--- src/rtl/spi_globals_pkg.sv ---
// Shared state/direction types and default sizing for the SPI master controller.
package spi_globals_pkg;

   localparam int SPI_DATA_WIDTH   = 8;
   localparam int SPI_NO_OF_SLAVES = 1;

   typedef enum logic [2:0] {
      IDLE,
      SETUP,
      SHIFT,
      HOLD,
      GAP
   } spi_state_e;

   typedef enum logic {
      MSB_FIRST,
      LSB_FIRST
   } shift_direction_e;

endpackage

--- src/rtl/spi_sclk_gen.sv ---
// SCLK generator: toggles sclk every half_period pclk cycles while enabled and
// flags whether each toggle is a leading (away from CPOL) or trailing edge.
module spi_sclk_gen #(
   parameter int DIV_WIDTH = 8
) (
   input  logic                 clk,
   input  logic                 rst,
   input  logic                 en,
   input  logic                 cpol,
   input  logic [DIV_WIDTH-1:0] half_period,
   output logic                 sclk,
   output logic                 lead_stb,
   output logic                 trail_stb
);

   logic [DIV_WIDTH-1:0] cnt_q, cnt_d;
   logic                 sclk_q, sclk_d;
   logic                 stb;

   always_comb begin
      cnt_d  = '0;
      sclk_d = cpol;
      stb    = 1'b0;
      if (en) begin
         sclk_d = sclk_q;
         if (cnt_q == half_period - DIV_WIDTH'(1)) begin
            stb    = 1'b1;
            sclk_d = ~sclk_q;
         end else begin
            cnt_d = cnt_q + DIV_WIDTH'(1);
         end
      end
   end

   always_ff @(posedge clk) begin
      if (rst) begin
         cnt_q  <= '0;
         sclk_q <= 1'b0;
      end else begin
         cnt_q  <= cnt_d;
         sclk_q <= sclk_d;
      end
   end

   // Strobes describe the transition launched at this pclk edge.
   assign lead_stb  = stb && (sclk_q == cpol);
   assign trail_stb = stb && (sclk_q != cpol);
   assign sclk      = sclk_q;

endmodule

--- src/rtl/spi_master_ctrl.sv ---
// SPI master: accepts one host word, runs a CS-framed transfer in any
// CPOL/CPHA mode, MSB- or LSB-first, and returns the word sampled from MISO.
module spi_master_ctrl
   import spi_globals_pkg::*;
#(
   parameter int DATA_WIDTH   = SPI_DATA_WIDTH,
   parameter int NO_OF_SLAVES = SPI_NO_OF_SLAVES,
   parameter int DIV_WIDTH    = 8,
   parameter int SEL_WIDTH    = (NO_OF_SLAVES > 1) ? $clog2(NO_OF_SLAVES) : 1
) (
   input  logic                    pclk,
   input  logic                    areset,
   input  logic                    cfg_cpol,
   input  logic                    cfg_cpha,
   input  logic                    cfg_msb_first,
   input  logic [DIV_WIDTH-1:0]    cfg_baud_div,
   input  logic [DIV_WIDTH-1:0]    cfg_cs_delay,
   input  logic                    tx_valid,
   output logic                    tx_ready,
   input  logic [DATA_WIDTH-1:0]   tx_data,
   input  logic [SEL_WIDTH-1:0]    tx_slave_sel,
   output logic                    rx_valid,
   output logic [DATA_WIDTH-1:0]   rx_data,
   output logic                    busy,
   output logic                    sclk,
   output logic [NO_OF_SLAVES-1:0] cs,
   output logic                    mosi0,
   input  logic                    miso0
);

   localparam int                EDGE_W    = $clog2(2 * DATA_WIDTH);
   localparam logic [EDGE_W-1:0] LAST_EDGE = EDGE_W'(2 * DATA_WIDTH - 1);

   spi_state_e              state_q, state_d;
   shift_direction_e        dir_q, dir_d;
   logic                    cpol_q, cpol_d, cpha_q, cpha_d;
   logic [DIV_WIDTH-1:0]    div_q, div_d, dly_q, dly_d, dly_cnt_q, dly_cnt_d;
   logic [SEL_WIDTH-1:0]    sel_q, sel_d;
   logic [DATA_WIDTH-1:0]   tx_sh_q, tx_sh_d, rx_sh_q, rx_sh_d, rx_data_q, rx_data_d;
   logic [EDGE_W-1:0]       edge_q, edge_d;
   logic [NO_OF_SLAVES-1:0] cs_q, cs_d, sel_mask;
   logic                    mosi_q, mosi_d, tx_ready_q, tx_ready_d;
   logic                    rx_valid_q, rx_valid_d, busy_q, busy_d;
   logic                    lead_stb, trail_stb, edge_stb, sample, launch;
   logic                    sclk_en, gen_cpol;
   logic [DIV_WIDTH-1:0]    dly_last;

   assign sclk_en  = (state_q == SHIFT);
   assign gen_cpol = (state_q == IDLE) ? cfg_cpol : cpol_q;
   assign edge_stb = lead_stb | trail_stb;
   assign dly_last = dly_q - DIV_WIDTH'(1);

   spi_sclk_gen #(
      .DIV_WIDTH (DIV_WIDTH)
   ) u_sclk_gen (
      .clk         (pclk),
      .rst         (areset),
      .en          (sclk_en),
      .cpol        (gen_cpol),
      .half_period (div_q),
      .sclk        (sclk),
      .lead_stb    (lead_stb),
      .trail_stb   (trail_stb)
   );

   always_comb begin
      state_d   = state_q;
      dir_d     = dir_q;
      cpol_d    = cpol_q;
      cpha_d    = cpha_q;
      div_d     = div_q;
      dly_d     = dly_q;
      dly_cnt_d = dly_cnt_q;
      sel_d     = sel_q;
      tx_sh_d   = tx_sh_q;
      rx_sh_d   = rx_sh_q;
      rx_data_d = rx_data_q;
      edge_d    = edge_q;
      mosi_d    = mosi_q;
      sample    = 1'b0;
      launch    = 1'b0;

      unique case (state_q)
         IDLE: begin
            if (tx_valid && tx_ready_q) begin
               state_d   = SETUP;
               cpol_d    = cfg_cpol;
               cpha_d    = cfg_cpha;
               dir_d     = cfg_msb_first ? MSB_FIRST : LSB_FIRST;
               div_d     = (cfg_baud_div == '0) ? DIV_WIDTH'(1) : cfg_baud_div;
               dly_d     = (cfg_cs_delay == '0) ? DIV_WIDTH'(1) : cfg_cs_delay;
               sel_d     = tx_slave_sel;
               dly_cnt_d = '0;
               edge_d    = '0;
               rx_sh_d   = '0;
               tx_sh_d   = tx_data;
               // CPHA=0 must present the first bit before the first SCLK edge.
               if (!cfg_cpha) begin
                  mosi_d  = cfg_msb_first ? tx_data[DATA_WIDTH-1] : tx_data[0];
                  tx_sh_d = cfg_msb_first ? (tx_data << 1) : (tx_data >> 1);
               end
            end
         end
         SETUP: begin
            if (dly_cnt_q == dly_last) begin
               state_d   = SHIFT;
               dly_cnt_d = '0;
            end else begin
               dly_cnt_d = dly_cnt_q + DIV_WIDTH'(1);
            end
         end
         SHIFT: begin
            if (edge_stb) begin
               sample = cpha_q ? trail_stb : lead_stb;
               launch = cpha_q ? lead_stb : (trail_stb && (edge_q != LAST_EDGE));
               if (sample) begin
                  rx_sh_d = (dir_q == MSB_FIRST) ? {rx_sh_q[DATA_WIDTH-2:0], miso0}
                                                 : {miso0, rx_sh_q[DATA_WIDTH-1:1]};
               end
               if (launch) begin
                  mosi_d  = (dir_q == MSB_FIRST) ? tx_sh_q[DATA_WIDTH-1] : tx_sh_q[0];
                  tx_sh_d = (dir_q == MSB_FIRST) ? (tx_sh_q << 1) : (tx_sh_q >> 1);
               end
               if (edge_q == LAST_EDGE) begin
                  state_d = HOLD;
                  edge_d  = '0;
               end else begin
                  edge_d = edge_q + EDGE_W'(1);
               end
            end
         end
         HOLD: begin
            if (dly_cnt_q == dly_last) begin
               state_d   = GAP;
               dly_cnt_d = '0;
               rx_data_d = rx_sh_q;
            end else begin
               dly_cnt_d = dly_cnt_q + DIV_WIDTH'(1);
            end
         end
         GAP: begin
            state_d = IDLE;
         end
         default: begin
            state_d = IDLE;
         end
      endcase

      sel_mask = '1;
      for (int unsigned i = 0; i < NO_OF_SLAVES; i++) begin
         if (sel_d == SEL_WIDTH'(i)) sel_mask[i] = 1'b0;
      end

      // Outputs are computed from the next state so every port is a flop.
      cs_d       = (state_d inside {SETUP, SHIFT, HOLD}) ? sel_mask : '1;
      rx_valid_d = (state_d == GAP);
      tx_ready_d = (state_d == IDLE);
      busy_d     = (state_d != IDLE);
   end

   always_ff @(posedge pclk) begin
      if (areset) begin
         state_q    <= IDLE;
         dir_q      <= MSB_FIRST;
         cpol_q     <= 1'b0;
         cpha_q     <= 1'b0;
         div_q      <= DIV_WIDTH'(1);
         dly_q      <= DIV_WIDTH'(1);
         dly_cnt_q  <= '0;
         sel_q      <= '0;
         tx_sh_q    <= '0;
         rx_sh_q    <= '0;
         rx_data_q  <= '0;
         edge_q     <= '0;
         cs_q       <= '1;
         mosi_q     <= 1'b0;
         tx_ready_q <= 1'b0;
         rx_valid_q <= 1'b0;
         busy_q     <= 1'b0;
      end else begin
         state_q    <= state_d;
         dir_q      <= dir_d;
         cpol_q     <= cpol_d;
         cpha_q     <= cpha_d;
         div_q      <= div_d;
         dly_q      <= dly_d;
         dly_cnt_q  <= dly_cnt_d;
         sel_q      <= sel_d;
         tx_sh_q    <= tx_sh_d;
         rx_sh_q    <= rx_sh_d;
         rx_data_q  <= rx_data_d;
         edge_q     <= edge_d;
         cs_q       <= cs_d;
         mosi_q     <= mosi_d;
         tx_ready_q <= tx_ready_d;
         rx_valid_q <= rx_valid_d;
         busy_q     <= busy_d;
      end
   end

   assign tx_ready = tx_ready_q;
   assign rx_valid = rx_valid_q;
   assign rx_data  = rx_data_q;
   assign busy     = busy_q;
   assign cs       = cs_q;
   assign mosi0    = mosi_q;

endmodule

--- config.mk ---
export PLATFORM = sky130hd
export DESIGN_NAME = spi_master_ctrl
export DESIGN_NICKNAME = d
export VERILOG_FILES = /design/src/rtl/spi_globals_pkg.sv /design/src/rtl/spi_sclk_gen.sv /design/src/rtl/spi_master_ctrl.sv
export SDC_FILE = /design/constraint.sdc
export NUM_CORES = 1
export LEC_CHECK = 0
export CORE_ASPECT_RATIO = 0.7
export CORE_MARGIN = 3
export CORE_UTILIZATION = 55
export CTS_BUF_LIST = sky130_fd_sc_hd__clkbuf_4 sky130_fd_sc_hd__clkbuf_8 sky130_fd_sc_hd__clkbuf_16
export DETAILED_ROUTE_END_ITERATION = 16
export DONT_BUFFER_PORTS = 1
export GPL_TIMING_DRIVEN = 0
export PLACE_DENSITY = 0.7
export SETUP_SLACK_MARGIN = 0.4
export SKIP_CTS_REPAIR_TIMING = 1
export SYNTH_ARGS = -nofsm -noshare
export SYNTH_HDL_FRONTEND = slang
export SYNTH_SLANG_ARGS = --single-unit
--- constraint.sdc ---
create_clock -name pclk -period 2.8 [get_ports pclk]
set_input_delay 0.7 -clock pclk [delete_from_list [all_inputs] [get_ports pclk]]
set_output_delay 0.7 -clock pclk [all_outputs]
set_load 0.005 [all_outputs]
[Yosys cells after proc, flatten, opt, wreduce, memory -nomap -nowiden]
Cells that the tools add are included.
Storage, ports and cells
  bits in registers: 73
  latch bits: 0
  memory bits (writable): 0
  memory bits (read-only): 0
  bits of input ports: 32
  output and inout bits: 14
  word-level logic and storage cells: 113
  memories: 0
Cells by class
  add/sub/neg operators: 5
  $mul: 0
  div/mod/pow operators: 0
  order comparisons: 0
  eq/ne operators: 19
  shifts and indexed selects: 0
  multiplexer cells: 44
  bitwise operators: 4
  reductions and logical operators: 22
Operators with widths (number)
  $mux 8: 13
  $pmux 8 s2: 3
  $mux 1: 17
  $add 8x1->8 const B: 2
  $eq 8x8->1: 2
  $logic_not 8->1: 2
  $sub 8x1->8 const B: 2
  $mux 3: 5
  $eq 3x2->1 const B: 4
  $mux 4: 3
  $pmux 3 s4: 1
  $ne 2x1->1 const B: 4
  $pmux 4 s2: 1
  $reduce_and 4->1: 2
  $eq 3x1->1 const B: 2
  $logic_not 3->1: 2
  $reduce_and 2->1: 3
  $reduce_bool 3->1: 2
  $reduce_and 5->1: 1
  $add 4x1->4 const B: 1
  $eq 4x4->1 const B: 1
  $logic_and 1x1->1: 4
  $ne 2x2->1 const B: 2
  $ne 4x4->1 const B: 1
  other kinds (10): 14

[Logic depth before layout (Yosys ltp)]
  depth after elaboration: 12
  depth in mapped cells: 9
  gate-level depth less buffers: 8

[Modules after synthesis]
Synthesis repeated with hierarchy kept, for this count alone.
Second synthesis, totals
  cells, all modules: 484
  area, all modules: 3991.3 µm²
By module, submodules not included
  spi_master_ctrl: times used 1, cells an instance 401, area each 3321.9 µm², sequential area each 1281.2 µm²
  spi_sclk_gen: times used 1, cells an instance 83, area each 669.4 µm², sequential area each 180.2 µm²

[Least setup slack after synthesis]
OpenSTA, ideal clock, no wires.
  kind: input-to-reg
  start: input cfg_cpol
  end: register mosi_q, in the netlist mosi0
  library setup time: 0.070 ns
  data arrival time: 2.256 ns
  data required time: 2.730 ns
  slack: 0.474 ns
  stages on the path: 7
  buffers on the path: 1
  cells stage by stage: nor4b_2 > o21a_1 > or4b_4 > and2_4 > buf_6 > or3_1 > a21oi_1
On the way
  word-level cells in the longest chain between the ends: 7
  elaborated cells between the ends (all ways): 11
  classes of those cells: 4 x eq/ne; 2 x mux; 1 x bitwise; 4 x reduce/logical
RTL lines
  start: declaration: line spi_master_ctrl.sv:13  | input logic cfg_cpol,
  $mux 1 (*): line spi_master_ctrl.sv:49  | assign gen_cpol = (state_q == IDLE) ? cfg_cpol : cpol_q;
  $ne 1x1->1: line spi_sclk_gen.sv:47  | assign trail_stb = stb && (sclk_q != cpol);
  $logic_and 1x1->1: line spi_sclk_gen.sv:47
  $logic_and 1x1->1: line spi_master_ctrl.sv:115  | launch = cpha_q ? lead_stb : (trail_stb && (edge_q != LAST_EDGE));
  $mux 1: line spi_master_ctrl.sv:115
  $ne 2x1->1 (no line)
  $reduce_and 5->1 (no line) (*)
  end signal: assignment: line spi_master_ctrl.sv:194  | mosi_q <= mosi_d;
  end: declaration: line spi_master_ctrl.sv:42  | logic mosi_q, mosi_d, tx_ready_q, tx_ready_d;
Every way passes the cells marked *; elsewhere a longest branch is shown, timed or not.
A chain may end at the register's enable or synchronous reset.

[Worst setup path in the final report]
  start: register div_q[0]
  end: register edge_q[3]
On the way
  word-level cells in the longest chain between the ends: 8
  elaborated cells between the ends (all ways): 9
  classes of those cells: 1 x add/sub; 2 x eq/ne; 2 x mux; 1 x bitwise; 3 x reduce/logical
RTL lines
  start: declaration: line spi_master_ctrl.sv:37  | logic [DIV_WIDTH-1:0] div_q, div_d, dly_q, dly_d, dly_cnt_q, dly_cnt_d;
  start signal: assignment: line spi_master_ctrl.sv:185  | div_q <= div_d;
  $sub 8x1->8 (*): line spi_sclk_gen.sv:26  | if (cnt_q == half_period - DIV_WIDTH'(1)) begin
  $eq 8x8->1 (*): line spi_sclk_gen.sv:26
  $mux 1 (*): line spi_sclk_gen.sv:26
  $mux 1 (*): line spi_sclk_gen.sv:24  | if (en) begin
  $logic_and 1x1->1 (on tied branches): line spi_sclk_gen.sv:46, spi_sclk_gen.sv:47
  $or 1x1->1 (*): line spi_master_ctrl.sv:50  | assign edge_stb = lead_stb | trail_stb;
  $ne 2x2->1 (no line) (*)
  $reduce_and 3->1 (no line) (*)
  end signal: assignment: line spi_master_ctrl.sv:192  | edge_q <= edge_d;
  end: declaration: line spi_master_ctrl.sv:40  | logic [EDGE_W-1:0] edge_q, edge_d;
Marks and branches as above.

==> results.md <==
* Vias in the first global route at between 3k and 4k
* Final nets at approximately 530
* Port buffer count at 0
* H-tree levels at 3
* Synth warn at 0
* Min-Delay Path Class: flip-flop to flip-flop
* Core region area at between 0.006 and 0.007 mm²
* Count of different cell masters after synthesis at 65
* Critical Path End: edge_q[3]$_SDFFE_PP0P_
* Clk_skew at around 0.0070 ns
* Worst setup startpoint: div_q[0]$_SDFFE_PP1P_
* Drt drc at 0
* CTS max path bufs at 2
* Data required, critical path at about 3 ns
* Clock sinks at 73
* Gr ovfl total at 0
* First drt pass iteration count at 5
* Max-slew headroom at a little over half
* Clock latency on the worst-skew pair at 0.35 ns
* Root buf cell: clkbuf_8
* First-pass GRT wire length at about 16000 µm
* Synth Flop Type: dfxtp_1
* Period minus WS final at ~2.3 ns
* Pin count of the biggest net entering global routing at 14
* Post-synthesis cell area at about 0.004 mm²
* Final period util at 83.7%
* Final wirelength at 10500 µm
* Crit Path Class: flip-flop to flip-flop
* Crit path max fanout at 5
* Initial Utilization at between 50% and 60%
* # Max-Cap Violations at 0
* Critical R2R Launch: div_q[0]$_SDFFE_PP1P_
* Final Total Pwr at between 2000 and 3000 µW
* Post-route setup TNS at 0 ns
* WHS at roughly 0.48 ns
* Syn Inst Count at 470
* Layout area overhead at 16.7%
* Max Freq at between 400 and 500 MHz
* Total track usage at 24.4%
* Final instance area at approximately 0.0046 mm²
* Status: finished clean
* DR vias/cell at around 6.3
* Max-slew violations at 0
* Worst vdd ir at 0.240 mV
* Pwr dens at between 600 and 700 mW/mm²
* Mean routed wirelength per cell at 17.9 µm
* Setup-failing EPs final at 0
* Flop2flop setup slack at about 0.46 ns
* Total CTS buffers at 9
* Ant. Diodes at 0
* Net count after synthesis at approximately 500
* RePlAce Congestion at around 0.9
* Io pins at 46
* Ys async rst share at 0%
* Fin cells at between 500 and 600
* Worst setup EP type: flip-flop
* DRT iter0 DRCs at 245
* Die Y at between 70 and 80 µm
* Die ar. at between 0.008 and 0.009 mm²
* Synthesized area per cell at around 8.5 µm²
* Dpl cell area at roughly 0.0041 mm²
* Placed insts at 564
* Post-synth EDFFs at 0
* Final antenna-violating net count at 0
* Yosys reg bits at 73
* CTS tree: yes
* Clock transition at the registers of the reported paths at 0.08 ns
* Reg2reg path depth at 8
* RSZ-0062 raised after global routing: no
* Die Wd at 108 µm
* Measured slew at the worst slew-check pin at ~0.71 ns
* Worst Path Arrival at 2.62 ns
* Final hold vios at 0
* Initial antenna violation count at 0
* Share of layout cells above drive strength 1 at 17.0%
* Leak at between 0.0015 and 0.002 µW
* RR Endpoint: edge_q[3]$_SDFFE_PP0P_
* Sequential area share after synthesis at a little under two fifths
* Via count at 3709
* Critical path startpoint category: flip-flop
* Cell Rows at 25
* Hpwl dp at approximately 7500 µm
==> stage by stage <==
stage | setup slack (ns) | util, %
after floorplan | 0.474 | -
after global placement | 0.283 | 59.6
after detailed placement | 0.208 | 59.6
after CTS | 0.192 | 62.8
after global routing | 0.367 | 67.6
final | 0.457 | 67.6
==> Yosys cell counts, drive strengths merged (6+ instances only) <==
master   count  share of area [%]
nand3       17                2.1
nor2        42                4.0
nand4        8                1.3
o2111ai     17                3.7
o21ai       13                1.6
o41ai       10                2.2
xor2        16                3.5
mux2i       31                7.8
xnor2       12                2.6
buf          6                1.0
inv          8               0.75
nand2       55                5.2
a211oi       8                1.5
a21oi       33                4.1
dfxtp       73                 37
clkbuf      26                2.4
nor3        15                2.2
==> how the worst min path moves through the flow <==
stage                                 from                     end  slack (ns)  cells after the start
floorplan           edge_q[3]$_SDFFE_PP0P_  edge_q[3]$_SDFFE_PP0P_        0.44                      1
CTS                        cfg_cs_delay[6]   dly_q[6]$_SDFFE_PP0P_        0.48                      2
detailed placement   div_q[7]$_SDFFE_PP0P_   div_q[7]$_SDFFE_PP0P_        0.47                      2
global route                      cfg_cpol     cpol_q$_SDFFE_PP0P_        0.48                      2
finish               div_q[1]$_SDFFE_PP0P_   div_q[1]$_SDFFE_PP0P_        0.48                      2
global placement    edge_q[3]$_SDFFE_PP0P_  edge_q[3]$_SDFFE_PP0P_        0.46                      1
==> layout by cell type, fill, tap and decap left out, types with 3 or more instances in the layout <==
cell,Yosys,routed
clkbuf_2,0,6
and3_1,5,5
a211o_1,3,3
xor2_1,16,16
nand4_1,8,8
or4_1,3,3
buf_6,2,4
a211oi_1,8,8
mux2i_1,31,31
or3_1,4,4
o41ai_2,0,7
dfxtp_2,0,5
inv_1,7,7
a21oi_1,33,33
buf_4,0,8
nand2b_1,3,3
nand2_1,55,55
xnor2_1,12,12
clkbuf_1,26,19
nor2_1,42,41
ha_1,5,5
nand3_1,17,17
o2111ai_1,17,11
o21ai_0,12,10
dfxtp_1,73,68
nor3_1,14,12
clkbuf_8,0,9
o2111ai_2,0,5
a21o_1,3,3
o211ai_1,3,3
==> metal layers <==
| layer | track usage, % | share of wire (%) | vias up |
|---|---|---|---|
| li1 | - | - | 1781 |
| met1 | 33.2 | 45 | 1770 |
| met2 | 38.9 | 46 | 140 |
| met3 | 5.30 | 7.6 | 18 |
| met4 | 7.06 | 1.4 | 0 |
| met5 | 0 | 0 | - |
==> cells by family after synthesis <==
| logic type | after synthesis | share of synthesized area [%] |
|---|---|---|
| flip-flops | 73 | 36.7 |
| adder cells (fa/ha/maj) | 5 | 1.57 |
| XOR/XNOR | 28 | 6.15 |
| multiplexers | 33 | 8.35 |
| AO/OA/AOI/OAI | 115 | 20.9 |
| AND/OR/NAND/NOR | 176 | 22.1 |
| buffers and inverters | 40 | 4.21 |
==> power breakdown <==
part           switching (µW)  internal (µW)
logic                     502            299
registers                63.9           1100
clock network             407            501
==> critical path, stage by stage (launching register included) <==
cell and delay (ns):
dfxtp_2 0.33, inv_1 0.08, ha_1 0.21, nor4b_4 0.23, xnor2_1 0.15, nand4b_1 0.22, a211o_2 0.41, or4_1 0.50
mux2i_1 0.14
==> sequential cells by signal, indices dropped and copies added, names as in the netlist, 3 cells and up <==
register and cells:
div_q 8, dly_cnt_q 8, dly_q 8, rx_data 8, rx_sh_q 8, tx_sh_q 8, u_sclk_gen.cnt_q 8, edge_q 4
state_q 3
==> final cells by class <==
type,count,area (µm²)
Timing Repair Buffer,8,72.6
Inverter,8,30.0
Multi-Input combinational cell,357,2580
Clock inverter,7,95.1
Buffer,32,166
Clock buffer,9,124
Sequential cell,73,1470
Tap cell,94,118
Fill cell,584,2230
Note: power is estimated with default switching activity, not from simulation.
==> patch (same flow settings) <==
`DIV_WIDTH` is set to 8 in 2 places; all go to 9.
--- a/src/rtl/spi_sclk_gen.sv
+++ b/src/rtl/spi_sclk_gen.sv
@@ -1,7 +1,7 @@
 // SCLK generator: toggles sclk every half_period pclk cycles while enabled and
 // flags whether each toggle is a leading (away from CPOL) or trailing edge.
 module spi_sclk_gen #(
-   parameter int DIV_WIDTH = 8
+   parameter int DIV_WIDTH = 9
 ) (
    input  logic                 clk,
    input  logic                 rst,
--- a/src/rtl/spi_master_ctrl.sv
+++ b/src/rtl/spi_master_ctrl.sv
@@ -5,7 +5,7 @@
 #(
    parameter int DATA_WIDTH   = SPI_DATA_WIDTH,
    parameter int NO_OF_SLAVES = SPI_NO_OF_SLAVES,
-   parameter int DIV_WIDTH    = 8,
+   parameter int DIV_WIDTH    = 9,
    parameter int SEL_WIDTH    = (NO_OF_SLAVES > 1) ? $clog2(NO_OF_SLAVES) : 1
 ) (
    input  logic                    pclk,
Ports: changed (resized cfg_baud_div and cfg_cs_delay); port bits go from 46 to 48. No check against the original RTL was run, so the function may have changed too.
==> patch against the original RTL <==
Synthesized area is 11% higher. Die area is 9.8% higher. Power is 32% higher. Worst setup slack worse by 0.37 ns. Clock power is 21% higher. Wire length is 17% higher. Sequential cell count is 4 higher. Core utilization is 2.3 points higher. First-iteration DRC count is 25% higher. Final area is 13% higher. Hold slack better by 0.0031 ns. Critical endpoint is now cs$_SDFF_PP1_. Largest cell class unchanged. Largest power group is now combinational cells.
==> patch: results (changes against the original RTL) <==
| Metric | Value |
|---|---|
| Post-synthesis xor/xnor area fraction | `6.51% (was 6.15%)` |
| Sw Pwr | `1.34 mW (was 0.973 mW)` |
| Seq pwr share | `34.3% (was 40.5%)` |
| Post-synthesis adder-cell area fraction | `1.42% (was 1.57%)` |
| Commonest cells post-synth | `dfxtp_1 (77), nand2_1 (61), a21oi_1 (49) (was dfxtp_1 (73), nand2_1 (55), nor2_1 (42))` |
| Hold Path End | `dly_q[8]$_SDFFE_PP0P_ (was div_q[1]$_SDFFE_PP0P_)` |
| Routed wl met3 | `1100 um (was 803 um)` |
| RR Endpoint | `cs$_SDFF_PP1_ (was edge_q[3]$_SDFFE_PP0P_)` |
| Total GRT Usage | `25.5% (was 24.4%)` |
| Layout cells sized above 1 | `23.6% (was 17.0%)` |
| Comb power frac | `36.7% (was 27.9%)` |
| Seq/Total Area, Yosys | `35.0% (was 36.7%)` |
| Number of fill cells | `600 (was 584)` |
| Crit Path Max Fanout | `6 (was 5)` |
| Root buffer cell | `clkbuf_16 (was clkbuf_8)` |
| Reg2reg setup slack | `0.08 ns (was 0.46 ns)` |
| Number of library cell types mapped by synthesis | `74 (was 65)` |
| Global-route wire length before repair | `18400 um (was 16500 um)` |
| Number of global-route vias before repair | `3545 (was 3443)` |
| Mapped Nets | `560 (was 507)` |
| Clk_skew | `0.00871 ns (was 0.00702 ns)` |
| Max stage delay cell, worst path | `or4b_4 (was or4_1)` |
| Critical Path AT | `2.92 ns (was 2.62 ns)` |
| Outcome | `finished, final reports clean (unchanged)` |
| Peak per-stage delay on the critical path | `0.55 ns (was 0.50 ns)` |
| Min-Delay Startpoint | `dly_q[8]$_SDFFE_PP0P_ (was div_q[1]$_SDFFE_PP0P_)` |
| Routed wire length per instance | `18.7 um (was 17.9 um)` |
| Clock Pin Slew Worst Setup and Hold Paths | `0.06 ns (was 0.08 ns)` |
| Nets | `591 (was 526)` |
| Worst Reg-to-Reg Cells | `10 (was 8)` |
| Mux contribution to synthesized area | `8.24% (was 8.35%)` |
| Largest net degree at the start of global routing | `13 (was 14)` |
| Synth Area in Compound Gates | `17.4% (was 20.9%)` |
| Detailed placer's ending HPWL | `8180 um (was 7490 um)` |
-- patch: changes by cell type after synthesis, sizes merged, moves of 7 or more --
| cell | delta |
|---|---|
| a21oi | +16 |
| nand3 | +10 |
| nand2b | +7 |
| mux2 | +8 |
| nand3b | +9 |
| o2111ai | -17 |
| o41ai | -10 |
| nor4 | +7 |
-- patch: worst max-delay path by stage --
stage                         endpoint  depth (start not counted)                   from
2_1_floorplan  tx_sh_q[1]$_SDFFE_PP0P_                          9  div_q[0]$_SDFFE_PP1P_
3_3_place_gp   rx_sh_q[7]$_SDFFE_PP0P_                         11  div_q[1]$_SDFFE_PP0P_
3_5_place_dp   rx_sh_q[6]$_SDFFE_PP0P_                         11  div_q[1]$_SDFFE_PP0P_
4_1_cts        rx_sh_q[3]$_SDFFE_PP0P_                         11  div_q[1]$_SDFFE_PP0P_
5_1_grt        tx_sh_q[7]$_SDFFE_PP0P_                         10  div_q[1]$_SDFFE_PP0P_
6_report                 cs$_SDFF_PP1_                         10  div_q[0]$_SDFFE_PP1P_
-- patch: stage by stage --
step / util, % / hold slack [ns] / std cells / worst slack, ns / area, um2
after floorplan: - / 0.445 / 521 / 0.414 / 4420
after global placement: 60.1 / 0.461 / 619 / 0.0911 / 4540
after detailed placement: 60.1 / 0.472 / 619 / 0.0997 / 4540
after CTS: 63.9 / 0.480 / 634 / 0.0851 / 4820
after global routing: 69.8 / 0.489 / 654 / 0.0602 / 5270
final: 69.8 / 0.479 / 654 / 0.0832 / 5270
-- patch: cell type report --
class / instances / area, um2 / share of cell area, %
Timing Repair Buffer: 20 / 186 / 3.54
Clock inverter: 3 / 21.3 / 0.404
Clock buffer: 12 / 260 / 4.94
Buffer: 35 / 218 / 4.13
Tap cell: 98 / 123 / 2.33
Sequential cell: 77 / 1550 / 29.5
Inverter: 7 / 31.3 / 0.594
Multi-Input combinational cell: 402 / 2880 / 54.6
-- patch: routing by layer --
metal | vias to the layer above | GRT usage (%)
met5 | - | 0
li1 | 1943 | -
met4 | 0 | 5.16
met2 | 169 | 37.2
met3 | 23 | 9.38
met1 | 1982 | 36.1
-- patch: cells by family (layout without fill, tap and decap cells) --
group	Yosys count	in the layout
XOR/XNOR	31	31
flip-flops	77	77
buffers and inverters	42	77
multiplexers	35	35
adder cells (fa/ha/maj)	5	5
AND/OR/NAND/NOR	216	216
AO/OA/AOI/OAI	115	115
-- patch: worst max-delay path: cells and delay by family (launching register included) --
| family | cells | cell delay (ns) |
|---|---|---|
| AND/OR/NAND/NOR | 2 | 1.03 |
| adder cells (fa/ha/maj) | 1 | 0.14 |
| AO/OA/AOI/OAI | 4 | 0.80 |
| buffers and inverters | 3 | 0.28 |
| flip-flops | 1 | 0.33 |
